`src/rtl/mips_pkg.sv`:
```
// Shared MIPS-Lite types and constants for the fetch stage.
// Holds the instruction type, address width, NOP encoding, fetch FSM states,
// the PC increment and a saturating-increment helper for the statistics
// counters.
package mips_pkg;

    localparam int unsigned ADDRESSWIDTH = 32;
    localparam int unsigned INSTRWIDTH   = 32;
    localparam int unsigned STAT_W       = 32;
    localparam int unsigned PC_STEP      = 4;

    typedef logic [INSTRWIDTH-1:0] Instruct;

    localparam Instruct NOP_INSTR = 32'h0000_0000;

    typedef enum logic [0:0] {
        RUN    = 1'b0,
        HALTED = 1'b1
    } fetch_state_e;

    // Increment that sticks at all-ones instead of wrapping.
    function automatic logic [STAT_W-1:0] sat_inc(input logic [STAT_W-1:0] v);
        return (&v) ? v : v + STAT_W'(1);
    endfunction

endpackage

```
`src/rtl/fetch_pc_unit.sv`:
```
// PC register with next-PC selection and per-cycle event priority.
// Ports:
//   clk, reset     clock, synchronous active-high reset
//   run_i          fetch FSM is in RUN
//   halt_i         HALT decoded
//   branch_i       redirect request
//   hazard_i       stall request
//   target_i       redirect address (low two bits dropped)
//   pc_o           current PC (registered)
//   halt_c_o, branch_c_o, stall_c_o, adv_c_o
//                  resolved one-hot event for this cycle (combinational)
module fetch_pc_unit
    import mips_pkg::*;
#(
    parameter int unsigned       ADDR_W   = ADDRESSWIDTH,
    parameter logic [ADDR_W-1:0] RESET_PC = '0
) (
    input  logic              clk,
    input  logic              reset,
    input  logic              run_i,
    input  logic              halt_i,
    input  logic              branch_i,
    input  logic              hazard_i,
    input  logic [ADDR_W-1:0] target_i,
    output logic [ADDR_W-1:0] pc_o,
    output logic              halt_c_o,
    output logic              branch_c_o,
    output logic              stall_c_o,
    output logic              adv_c_o
);

    logic [ADDR_W-1:0] pc_q;
    logic [ADDR_W-1:0] pc_d;
    logic              unused_target_lsbs;

    assign unused_target_lsbs = ^target_i[1:0];

    // Priority: halt > branch > stall > advance; nothing happens outside RUN.
    always_comb begin
        halt_c_o   = 1'b0;
        branch_c_o = 1'b0;
        stall_c_o  = 1'b0;
        adv_c_o    = 1'b0;
        pc_d       = pc_q;
        if (run_i) begin
            if (halt_i) begin
                halt_c_o = 1'b1;
            end else if (branch_i) begin
                branch_c_o = 1'b1;
                pc_d       = {target_i[ADDR_W-1:2], 2'b00};
            end else if (hazard_i) begin
                stall_c_o = 1'b1;
            end else begin
                adv_c_o = 1'b1;
                pc_d    = pc_q + ADDR_W'(PC_STEP);
            end
        end
    end

    always_ff @(posedge clk) begin
        if (reset) begin
            pc_q <= RESET_PC;
        end else begin
            pc_q <= pc_d;
        end
    end

    assign pc_o = pc_q;

endmodule

```
`src/rtl/fetch_stage.sv`:
```
// MIPS-Lite IF stage: owns the PC, drives a synchronous-read instruction
// memory and holds the IF/ID pipeline register.
// Optional statistics counters are compiled in with FETCH_STATS_EN.
// Ports:
//   clk, reset      clock, synchronous active-high reset
//   hazardDetected  stall request from decode
//   branchTaken     redirect request; branchTarget is the new address
//   haltSignal      HALT decoded; freezes fetch until reset
//   imemEn/imemAddr memory read request (data returns next cycle on imemData)
//   instruction, pcOut, validOut   IF/ID register contents
//   halted          fetch frozen
//   fetchCount, stallCount, flushCount  (FETCH_STATS_EN only) event counters
module fetch_stage
    import mips_pkg::*;
#(
    parameter int unsigned       ADDR_W   = ADDRESSWIDTH,
    parameter int unsigned       INSTR_W  = INSTRWIDTH,
    parameter logic [ADDR_W-1:0] RESET_PC = '0
) (
    input  logic               clk,
    input  logic               reset,
    input  logic               hazardDetected,
    input  logic               branchTaken,
    input  logic [ADDR_W-1:0]  branchTarget,
    input  logic               haltSignal,
    output logic               imemEn,
    output logic [ADDR_W-1:0]  imemAddr,
    input  logic [INSTR_W-1:0] imemData,
    output logic [INSTR_W-1:0] instruction,
    output logic [ADDR_W-1:0]  pcOut,
    output logic               validOut,
    output logic               halted
`ifdef FETCH_STATS_EN
    ,
    output logic [STAT_W-1:0]  fetchCount,
    output logic [STAT_W-1:0]  stallCount,
    output logic [STAT_W-1:0]  flushCount
`endif
);

    localparam logic [INSTR_W-1:0] NOP_W = INSTR_W'(NOP_INSTR);

    fetch_state_e       state_q, state_d;
    logic [ADDR_W-1:0]  req_pc_q, req_pc_d;
    logic               req_valid_q, req_valid_d;
    logic [INSTR_W-1:0] instr_q, instr_d;
    logic [ADDR_W-1:0]  pc_out_q, pc_out_d;
    logic               valid_q, valid_d;

    logic [ADDR_W-1:0]  pc;
    logic               halt_ev, branch_ev, stall_ev, adv_ev;

    fetch_pc_unit #(
        .ADDR_W   (ADDR_W),
        .RESET_PC (RESET_PC)
    ) u_pc (
        .clk        (clk),
        .reset      (reset),
        .run_i      (state_q == RUN),
        .halt_i     (haltSignal),
        .branch_i   (branchTaken),
        .hazard_i   (hazardDetected),
        .target_i   (branchTarget),
        .pc_o       (pc),
        .halt_c_o   (halt_ev),
        .branch_c_o (branch_ev),
        .stall_c_o  (stall_ev),
        .adv_c_o    (adv_ev)
    );

    // Read only while fetch is live; holding imemEn low keeps the memory
    // output valid for req_pc_q across a stall.
    assign imemEn   = adv_ev | branch_ev;
    assign imemAddr = pc;

    // Request tracking, IF/ID register and FSM next state.
    always_comb begin
        state_d     = state_q;
        req_pc_d    = req_pc_q;
        req_valid_d = req_valid_q;
        instr_d     = instr_q;
        pc_out_d    = pc_out_q;
        valid_d     = valid_q;
        if (halt_ev) begin
            state_d     = HALTED;
            instr_d     = NOP_W;
            valid_d     = 1'b0;
            req_valid_d = 1'b0;
        end else if (branch_ev) begin
            // Squash both the IF/ID entry and the fetch already in flight.
            instr_d     = NOP_W;
            valid_d     = 1'b0;
            req_valid_d = 1'b0;
        end else if (adv_ev) begin
            instr_d     = req_valid_q ? imemData : NOP_W;
            pc_out_d    = req_pc_q;
            valid_d     = req_valid_q;
            req_pc_d    = pc;
            req_valid_d = 1'b1;
        end
    end

    always_ff @(posedge clk) begin
        if (reset) begin
            state_q     <= RUN;
            req_pc_q    <= '0;
            req_valid_q <= 1'b0;
            instr_q     <= NOP_W;
            pc_out_q    <= '0;
            valid_q     <= 1'b0;
        end else begin
            state_q     <= state_d;
            req_pc_q    <= req_pc_d;
            req_valid_q <= req_valid_d;
            instr_q     <= instr_d;
            pc_out_q    <= pc_out_d;
            valid_q     <= valid_d;
        end
    end

    assign instruction = instr_q;
    assign pcOut       = pc_out_q;
    assign validOut    = valid_q;
    assign halted      = (state_q == HALTED);

`ifdef FETCH_STATS_EN
    logic [STAT_W-1:0] fetch_cnt_q, fetch_cnt_d;
    logic [STAT_W-1:0] stall_cnt_q, stall_cnt_d;
    logic [STAT_W-1:0] flush_cnt_q, flush_cnt_d;

    // Events only fire in RUN, so the counters freeze once HALTED.
    always_comb begin
        fetch_cnt_d = fetch_cnt_q;
        stall_cnt_d = stall_cnt_q;
        flush_cnt_d = flush_cnt_q;
        if (adv_ev && req_valid_q) fetch_cnt_d = sat_inc(fetch_cnt_q);
        if (stall_ev)              stall_cnt_d = sat_inc(stall_cnt_q);
        if (branch_ev)             flush_cnt_d = sat_inc(flush_cnt_q);
    end

    always_ff @(posedge clk) begin
        if (reset) begin
            fetch_cnt_q <= '0;
            stall_cnt_q <= '0;
            flush_cnt_q <= '0;
        end else begin
            fetch_cnt_q <= fetch_cnt_d;
            stall_cnt_q <= stall_cnt_d;
            flush_cnt_q <= flush_cnt_d;
        end
    end

    assign fetchCount = fetch_cnt_q;
    assign stallCount = stall_cnt_q;
    assign flushCount = flush_cnt_q;
`endif

endmodule

```
`config.mk`:
```
export PLATFORM = sky130hd
export DESIGN_NAME = fetch_stage
export DESIGN_NICKNAME = d
export VERILOG_FILES = /design/src/rtl/mips_pkg.sv /design/src/rtl/fetch_pc_unit.sv /design/src/rtl/fetch_stage.sv
export SDC_FILE = /design/constraint.sdc
export NUM_CORES = 1
export LEC_CHECK = 0
export CORE_ASPECT_RATIO = 1.75
export CORE_MARGIN = 2
export CORE_UTILIZATION = 45
export CTS_CLUSTER_SIZE = 14
export DETAILED_ROUTE_END_ITERATION = 16
export GPL_ROUTABILITY_DRIVEN = 1
export PLACE_DENSITY = 0.77
export SYNTH_ARGS = -nofsm -noshare
export SYNTH_HDL_FRONTEND = slang
export SYNTH_SLANG_ARGS = --single-unit
```
`constraint.sdc`:
```
create_clock -name clk -period 2 [get_ports clk]
set_input_delay 0.2 -clock clk [delete_from_list [all_inputs] [get_ports clk]]
set_output_delay 0.2 -clock clk [all_outputs]
set_load 0.03 [all_outputs]
```
==> impl_metrics.toml, run 1 <==
[sta]
finalCritPeriodShare = 0.9623
rsz0062_at_grt = "no"
period_minus_slack_ps = 1925
worstMarginPinSlew_ps = 541.3
drv_slew = 0
maxSlewHeadroom = 0.6361
finClkSkew_ps = 7.991
tns_ps = 0
finalSetupViolCount = 0
hold_violations = 0
timing.fmax_mhz = 519.6

[global_routing]
antenna_found_initial = 0
grt_usage = 0.2778
grt_use_met3 = 0.06288
globalRouteMet2Util = 0.4920
grt_use_met1 = 0.2893
grt_max_degree = 60
overflow = 0
grt_first_pass_wirelength_um = 28360
grt.busiest_layer = "met2"
grt_pass1_vias = 5920

[clock_tree]
clk_latency_ps = 420
cts-htree-levels = 4
post_cts_buffers = 0
clockBufferDepth = 2
cts.repair.resized = 0
cts-root-buf = "clkbuf_16"
postCtsHoldBufs = 0
clkTransAtPathRegs_ps = 60
cts_tree = "yes"
numCtsBuffers = 17
clock-sinks = 125

[synthesis]
synthTopCellsByArea = "dfxtp_1 46%, nand2_1 13%, a21oi_1 9.9%"
ys_ff_latch = 125
yosys_warnings = 0
synth_cells = 711
synth_top_area_cell = "dfxtp_1"
synth_area_per_cell_um2 = 7.666
synth_area_um2 = 5450
yosysMostFrequentCell = "nand2_1"
ys_types = 54
synth_common_cells = "182 x nand2_1, 125 x dfxtp_1, 108 x a21oi_1"
netlist.area_leader.share = 0.4591
ys_seq_area_frac = 0.4591
synth_edf_count = 0
synth-main-ff-cell = "dfxtp_1"
synth-async-reset-ratio = 0

[worst_setup_path]
startpoint_type = "flip-flop"
path_max_fanout = 6
worstPathRequired_ps = 1800
critPathCaptureType = "output pin"
arrival_ps = 1720
critPathKind = "flip-flop to output pin"
worstRegToRegCells = 6

[flow_run]
drv_cap = 0

[die]
fp.dieH_um = 149.6
io_pins = 168
dieArea_um2 = 13040
rows = 53
core_area_um2 = 11940
die_w_um = 87.19
initial_core_util = 0.4566

[cells_and_area]
finalNetCount = 963
fillCellCount = 996
antenna_cells = 0
drive_gt1_frac = 0.1193
postLayoutCoreUtil = 0.6856
synthToLayoutAreaGrowth_pct = 50.16

[placed_design]
place.gp.congestion = 0.9096
dpl.hpwl_um = 12850
port_buffers = 161

[outcome]
status = "complete, no violations"

[routing]
first_iter_violations = 388
viasPerCell = 5.783
postRouteAntennaNets = 0
dr.pass1.iters = 8
post_drt_wl_per_cell_um = 17.10
routed_wl_um = 17820
drc_errors = 0
vias = 6026

[power]
p_leak_uw = 0.002804
ir_drop_uv = 703.8
finalPower_uw = 6761
power_density_nw_per_um2 = 826.1

[worst_hold_path]
holdPathStages = 2
min_path_type = "input pin to flip-flop"
-- final timing paths --
| check | from | endpoint | slack (ps) |
|---|---|---|---|
| max reg2reg | u_pc.pc_o[3] | u_pc.pc_o[16] | 170 |
| max | u_pc.pc_o[19] | imemAddr[19] | 80 |
| min reg2reg | instruction[11] | instruction[11] | 450 |
| min | reset | halted | 170 |
-- sequential cells by signal, summed over array words and instances, names as in the netlist --
register and count:
u_pc.pc_o 30, validOut 1, halted 1, pcOut 30, instruction 32, req_pc_q 30
req_valid_q 1
-- cells in the final DEF (no fill, tap or decap), types with 6 or more instances in the layout --
cell type        count
inv_1                8
clkbuf_16           17
dfxtp_1            123
buf_12               6
nand2_1            182
o21ai_1              7
a31oi_1             14
or4_1                6
and3_1               6
nor2_1              22
a21oi_1            108
nor4_1              11
buf_4               59
clkdlybuf4s50_1    159
nor3_1              12
nand4_1             13
o21ai_0              7
nand3_1             45
-- cell type report --
class                   count  area [um^2]  share of cell area
repair buffers            225         2160              0.2639
inverters                   9        33.78            0.004128
multi-input cells         515         2661              0.3252
flip-flops and latches    125         2505              0.3061
well taps                 137        171.4             0.02094
clock buffers              19        442.9             0.05412
clock inverters            12        210.2             0.02568
-- logic make-up (layout without fill, tap and decap cells) --
logic type,count (synthesis),in the layout,synth area share
other,1,4,0.0006880
muxes,3,3,0.005969
DFF,125,125,0.4591
and+or+nand+nor,323,323,0.2730
buffers and inverters,74,265,0.05693
adders and majority gates,1,1,0.002295
AOI/OAI and AO/OA,184,184,0.2020
-- stage by stage --
step                cell area [um^2]  hold slack (ps)  setup WS [ps]  cells
CTS                             8184            161.3          73.55   1042
global route                    8184            189.7          31.04   1042
global placement                7531            434.9         -37.94   1011
floorplan                       5464            350.4          28.62    714
detailed placement              7531            442.9         -137.2   1011
finish                          8184            172.0          75.44   1042
-- routing by layer --
metal	up-vias	share of wire
met2	284	0.53
met5	-	0
li1	2860	-
met3	65	0.065
met4	0	0.054
met1	2817	0.35
-- worst max-delay path, cell delays in order, from the launching register on --
cell             delay [ps]
dfxtp_1                 460
buf_4                   190
clkdlybuf4s50_1         660
-- where the power goes --
group	total (uW)	switching [uW]	internal [uW]
sequential	2590	54.9	2540
clock	3430	1180	2250
combinational	735	399	336
total	6760	1640	5130
Power figures use the tool's default switching activity.
==> inputs of run 2 (changes only) <==
- SLEW_MARGIN: unset -> 0
==> results of run 2 <==
Same layout as run 1: the final DEF is identical, and so are final timing and power.
